## src/rtl/compound_sink_accumulator_pkg.sv

```systemverilog
// Local types for the compound sink accumulator.
package compound_sink_accumulator_types;

    localparam int unsigned COUNT_W = 8;

    typedef enum logic [0:0] {
        ST_READ = 1'b0,
        ST_EMIT = 1'b1
    } States;

endpackage

```

## src/rtl/top_level_types_pkg.sv

```systemverilog
// Shared stream types used across the codebase.
// CompoundType is the payload carried on the b_out blocking stream.
package top_level_types;

    localparam int unsigned X_W = 32;

    typedef enum logic {
        read  = 1'b0,
        write = 1'b1
    } mode_t;

    typedef struct packed {
        mode_t                 mode;
        logic signed [X_W-1:0] x;
        logic                  y;
    } CompoundType;

endpackage

```

## src/rtl/compound_sink_accumulator.sv

```systemverilog
// Sums x of read-mode words and flushes the total on a write word or on a full frame.
// The flushed sum is offered on a blocking port; input stalls until it is taken.
module compound_sink_accumulator
    import top_level_types::*;
    import compound_sink_accumulator_types::*;
#(
    parameter int unsigned MAX_COUNT = 16
) (
    input  logic                     clk,
    input  logic                     rst,
    input  CompoundType              c_in,
    input  logic                     c_in_sync,
    output logic                     c_in_notify,
    output logic signed [X_W-1:0]    sum_out,
    input  logic                     sum_out_sync,
    output logic                     sum_out_notify,
    output logic [COUNT_W-1:0]       count_out
);

    localparam logic [COUNT_W-1:0] MAX_CNT = COUNT_W'(MAX_COUNT);

    States                  state_q,       state_d;
    logic signed [X_W-1:0]  acc_q,         acc_d;
    logic [COUNT_W-1:0]     count_q,       count_d;
    logic [COUNT_W-1:0]     count_out_q,   count_out_d;
    logic signed [X_W-1:0]  sum_q,         sum_d;
    logic                   in_rdy_q,      in_rdy_d;
    logic                   sum_vld_q,     sum_vld_d;

    logic                   in_xfer;
    logic signed [X_W-1:0]  acc_sum;
    logic [COUNT_W-1:0]     count_inc;

    assign in_xfer   = c_in_sync & in_rdy_q;
    assign acc_sum   = acc_q + c_in.x;
    assign count_inc = count_q + COUNT_W'(1);

    // Next-state and datapath update
    always_comb begin
        state_d     = state_q;
        acc_d       = acc_q;
        count_d     = count_q;
        count_out_d = count_out_q;
        sum_d       = sum_q;
        in_rdy_d    = in_rdy_q;
        sum_vld_d   = sum_vld_q;

        case (state_q)
            ST_READ: begin
                if (in_xfer) begin
                    if (c_in.mode == write) begin
                        sum_d     = acc_q;
                        state_d   = ST_EMIT;
                        in_rdy_d  = 1'b0;
                        sum_vld_d = 1'b1;
                        // y=0 keeps the frame open across the flush
                        if (c_in.y) begin
                            acc_d       = '0;
                            count_d     = '0;
                            count_out_d = '0;
                        end
                    end else if (count_inc == MAX_CNT) begin
                        sum_d       = acc_sum;
                        acc_d       = '0;
                        count_d     = '0;
                        count_out_d = MAX_CNT;
                        state_d     = ST_EMIT;
                        in_rdy_d    = 1'b0;
                        sum_vld_d   = 1'b1;
                    end else begin
                        acc_d       = acc_sum;
                        count_d     = count_inc;
                        count_out_d = count_inc;
                    end
                end
            end
            ST_EMIT: begin
                if (sum_out_sync) begin
                    state_d   = ST_READ;
                    in_rdy_d  = 1'b1;
                    sum_vld_d = 1'b0;
                end
            end
            default: begin
                state_d   = ST_READ;
                in_rdy_d  = 1'b1;
                sum_vld_d = 1'b0;
            end
        endcase
    end

    always_ff @(posedge clk or posedge rst) begin
        if (rst) begin
            state_q     <= ST_READ;
            acc_q       <= '0;
            count_q     <= '0;
            count_out_q <= '0;
            sum_q       <= '0;
            in_rdy_q    <= 1'b1;
            sum_vld_q   <= 1'b0;
        end else begin
            state_q     <= state_d;
            acc_q       <= acc_d;
            count_q     <= count_d;
            count_out_q <= count_out_d;
            sum_q       <= sum_d;
            in_rdy_q    <= in_rdy_d;
            sum_vld_q   <= sum_vld_d;
        end
    end

    assign c_in_notify    = in_rdy_q;
    assign sum_out_notify = sum_vld_q;
    assign sum_out        = sum_q;
    assign count_out      = count_out_q;

endmodule

```

## config.mk

```make
export PLATFORM = sky130hd
export DESIGN_NAME = compound_sink_accumulator
export DESIGN_NICKNAME = d
export VERILOG_FILES = /design/src/rtl/compound_sink_accumulator_pkg.sv /design/src/rtl/top_level_types_pkg.sv /design/src/rtl/compound_sink_accumulator.sv
export SDC_FILE = /design/constraint.sdc
export NUM_CORES = 1
export LEC_CHECK = 0
export BUFFER_PORTS_ARGS = -buffer_cell sky130_fd_sc_hd__buf_4
export CAP_MARGIN = 20
export CORE_MARGIN = 10
export CORE_UTILIZATION = 57
export CTS_CLUSTER_SIZE = 10
export DETAILED_ROUTE_END_ITERATION = 8
export GPL_ROUTABILITY_DRIVEN = 0
export PLACE_DENSITY_LB_ADDON = 0.1
export SLEW_MARGIN = 20
export SYNTH_ARGS = -nofsm -noshare
export SYNTH_HDL_FRONTEND = slang
export SYNTH_SLANG_ARGS = --single-unit
```

## constraint.sdc

```tcl
create_clock -name clk -period 3.68 [get_ports clk]
set_clock_uncertainty 0.2 [all_clocks]
set_input_delay 0 -clock clk [delete_from_list [all_inputs] [get_ports clk]]
set_output_delay 0 -clock clk [all_outputs]
set_load 0.01 [all_outputs]
```

* Word level (Yosys, flattened, before mapping) *
Index checks and enable logic that the tools add are counted.
Widths: inputs -> output; s select.

storage, ports and cells
  register bits = 83
  output and inout port bits = 42
  logic and storage cells = 45

operators by class
  $add $sub $neg = 2
  eq/ne operators = 5
  multiplexer cells = 25
  bitwise operators = 2
  reductions and logical operators = 4

operator list
  cell                 number
  $mux 32              5
  $mux 8               5
  $add 32x32->32       1
  $mux 1               12
  $reduce_and 3->1     3
  $add 8x1->8 const B  1
  $eq 8x5->1 const B   1
  $ne 2x2->1 const B   3
  $pmux 1 s2           3
  $ne 3x3->1 const B   1
  $reduce_bool 2->1    1
  $and 1x1->1          1
  $not 1->1            1

* Logic depth before layout (Yosys ltp) *
  word-level depth = 6
  mapped depth = 11
  gate-level depth less buffers = 11

* Worst setup path after synthesis *
No wires, ideal clock.

  path kind = reg-to-reg
  start point = register acc_q[0]
  end point = register sum_q[26], in the netlist sum_out[26]
  setup time = 104 ps
  arrival time = 2554 ps
  data required time = 3376 ps
  setup slack = 822 ps
  stages on the path, launching flop included = 12
  buffers on the path = 0
  path through = dfrtp_1 ha_1 fa_1 a21o_1 a221oi_2 nor3_2 o32ai_4 nand2_1 nand3_1 o21ai_1 xnor2_1 a221oi_1

on the way
  word-level cells in the longest chain between the ends = 3

RTL lines
  item                    line                              text
  start, declared         compound_sink_accumulator.sv:23   logic signed [X_W-1:0] acc_q, acc_d;
  start signal, assigned  compound_sink_accumulator.sv:95   acc_q <= '0;
  start signal, assigned  compound_sink_accumulator.sv:103  acc_q <= acc_d;
  $add 32x32->32          compound_sink_accumulator.sv:35   assign acc_sum = acc_q + c_in.x;
  $mux 32                 compound_sink_accumulator.sv:62   end else if (count_inc == MAX_CNT) begin
  $mux 32                 compound_sink_accumulator.sv:51   if (c_in.mode == write) begin
  end signal, assigned    compound_sink_accumulator.sv:106  sum_q <= sum_d;
  end, declared           compound_sink_accumulator.sv:26   logic signed [X_W-1:0] sum_q, sum_d;

No other way between the ends. The select of a mux whose other input is x is not followed.
A chain may end at the register's enable or synchronous reset.

* Worst setup path after layout *
  start point = register acc_q[0]
  end point = register acc_q[30]

on the way
  word-level cells in the longest chain between the ends = 3

RTL lines
  item            line
  $add 32x32->32  compound_sink_accumulator.sv:35
  $mux 32         compound_sink_accumulator.sv:62
  $mux 32         compound_sink_accumulator.sv:51

No other way between the ends.

==> parameters.txt <==
Parameter                              Value

Synth
  Post-synth EDFFs    0
  Share of synthesized area occupied by flip-flops and latches    38.1%
  Gate count of the mapped netlist    542
  Share of the synthesized netlist area taken by xor and xnor gates    5.97%
  Post-synthesis cell type with the largest combined area    dfrtp_1
  Per-instance average area after synthesis    9.21 um^2
  Top cell type's share of synthesized area    37.6%
  FFs w/ async S/R, synth    100%
  Mux cell area share after synthesis    2.61%
  Number of storage elements in the synthesis netlist    76
  Area share of fa/ha/maj cells after synthesis    8.42%
  Count of warnings emitted by yosys    0
  Cells taking the most area after synthesis    dfrtp_1 38%, ha_1 8.0%, nand2_1 5.7%
  Post-Synthesis Net Count    613
  Most numerous cell in the Yosys netlist    nand2_1
  Dominant combinational cell family by area after synthesis    compound AO/OA/AOI/OAI gates
  Library cells used by synthesis    66
  Synthesized-area fraction occupied by and/or/nand/nor cells    14.7%
  Synth Cell Area    4990 um^2
  Top FF cell, synth    dfrtp_1
  Post-synth top cells    76 x nand2_1, 75 x dfrtp_1, 36 x a21oi_1, 36 x nor2_1, 33 x o21ai_0
  Post-synthesis compound-gate area fraction    25.7%

Clock network
  Clock sink count    76
  Cell at the root of the clock tree    clkbuf_8
  Latest clock arrival within the worst-skew pair    0.36 ns
  Cts bufs inserted    9
  Post-cts sizing count    0
  Clock transition at the registers of the reported paths    0.08 ns
  Bufs on Longest Clock Path    2
  Count of H-tree levels built during CTS    3
  CTS tree    yes

STA
  Count of endpoints failing setup in the final report    0
  Rel. slew slack    49.6%
  Summed negative setup slack over all endpoints    0 ns
  Unrepaired setup endpoints after global routing    no
  Final cycle utilization of the critical path    84.7%
  Number of failing hold endpoints at the final stage    0
  Final setup slack of the worst path    0.563 ns
  Post-layout minimum cycle time    3.12 ns
  Max Clk Rate    321 MHz
  Slew at the pin closest to its max-slew limit    0.753 ns
  Max Slew Vio Count    0

Min path
  Path category of the worst min-delay check    input port to register

Routing
  Detailed-route DRC error count    0
  Wire length per cell    17.9 um
  Total wire length    13,100 um
  Antenna Violating Nets Remaining    0
  Number of DRC markers in iteration 0    318
  Detail-routed via count per cell    5.91
  Number of vias in the routed layout    4,337
  Drt pass-1 iters    5

Outcome
  Outcome    complete, no violations

GRT
  Via count of the first global-routing pass    4,334
  Total congestion overflow after global routing    0
  Largest net degree at the start of global routing    34
  Overall fraction of global-route tracks in use    20.3%
  Initial antenna violation count    0
  Wire length of the first global-routing pass    21,900 um

Cells and area
  Antenna diode count    0
  Fraction of layout instances using a drive strength above 1    19.8%
  Layout overhead on the synthesized area    19.1%
  Nets    692
  Layout filler cell count    702

Worst setup path
  Maximum fanout along the worst path    4
  Kind of start point of the critical path    register
  Kind of end point of the critical path    register
  Data required time at the worst endpoint    3.70 ns
  Critical path arrival    3.14 ns
  Crit Path Class    register to register

Die
  Cell Rows    34
  Placeable core region    8640 um^2
  Chip Height    114 um
  DIE AREA    12,900 um^2
  Die X-Extent    114 um
  I/O pin total    80
  Starting utilization of the core area    57.8%

Place
  Placement-stage worst setup slack    0.549 ns
  Final HPWL DP    9640 um
  Buffers on Ports    79

Flow run
  Max-cap violations    0

Power and ir drop
  Power density over the cells    847 nW/um^2
  Worst voltage drop across the vdd grid    383 uV
  Static Leak    2.86 nW
kinds of logic (layout without fill, tap and decap cells):
family                     count (synthesis)  after routing
AOI/OAI and AO/OA                        184            184
and+or+nand+nor                          161            161
DFF                                       76             76
buffers and inverters                     41            125
xor gates and xnor gates                  34             34
adders and majority gates                 33             33
muxes                                     13             13
layout by cell type, fill, tap and decap left out, types with 16 or more instances in the layout:
cell type and instances:
nand2_1 76, buf_4 85, nor2_1 36, a22o_1 24
a21o_1 16, a21oi_1 36, ha_1 32, dfrtp_1 75
xnor2_1 22, o21ai_0 33
flip-flops by register name (all words and copies together), names as in the netlist:
name            flops
count_out           1
sum_out_notify      1
state_q             1
sum_out            32
acc_q              32
count_q             8
c_in_notify         1
critical path: stages (launching register included):
cell,delay [ns]
dfrtp_1,0.41
ha_1,0.22
fa_1,0.41
a21o_1,0.20
a221oi_2,0.37
nor3_2,0.14
o32ai_4,0.37
a21oi_2,0.14
a41oi_1,0.22
xor2_1,0.22
o21ai_1,0.08
final cells by class:
class | instances | area, um^2 | area share (%)
repair buffers | 98 | 768 | 12.9
clock buffers | 10 | 128 | 2.15
well taps | 108 | 135 | 2.27
inverters | 11 | 41.3 | 0.695
flip-flops and latches | 76 | 1900 | 32.0
clock inverters | 6 | 88.8 | 1.49
multi-input cells | 425 | 2880 | 48.4
per-stage QoR:
stage               instances  total power, mW  area, um^2  util, %  hold slack [ns]
floorplan                 542             3.48        4990        -           -0.104
global placement          705             4.21        5600     64.8          -0.0537
detailed placement        705             4.28        5600     64.8          -0.0485
CTS                       734             5.03        5940     68.8          0.00397
global route              734             5.43        5940     68.8           0.0475
finish                    734             5.03        5940     68.8          0.00142
final timing paths:
kind                                         start                 endpoint  slack [ns]  depth (start not counted)
setup / recovery              acc_q[0]$_DFFE_PP0P_    acc_q[30]$_DFFE_PP0P_        0.56                         10
min in group asynchronous                      rst   count_q[7]$_DFFE_PP0P_        0.11                          3
hold / removal                             c_in[5]     acc_q[4]$_DFFE_PP0P_       0.001                          4
hold reg to reg            sum_out[15]$_DFFE_PP0P_  sum_out[15]$_DFFE_PP0P_        0.28                          2
setup reg to reg              acc_q[0]$_DFFE_PP0P_    acc_q[30]$_DFFE_PP0P_        0.56                         10
max in group asynchronous                      rst    acc_q[13]$_DFFE_PP0P_        2.38                          4
power breakdown:
| group | switching, mW | internal, mW |
|---|---|---|
| clock network | 0.330 | 0.382 |
| registers | 0.304 | 1.20 |
| logic | 1.55 | 1.27 |
| total | 2.18 | 2.85 |
timing repair:
item                      CTS  global route
setup buffers               0             0
hold buffers               13             0
hold endpoints to repair   66             0
layer usage:
layer,share of wire (%),global-route usage [%],vias up,wire length [um]
li1,-,-,2128,-
met1,47,27.3,2063,6120
met2,46,32.3,135,6090
met3,6.0,3.94,11,785
met4,1.0,5.67,0,136
met5,0,0,-,0
Power figures use the tool's default switching activity.
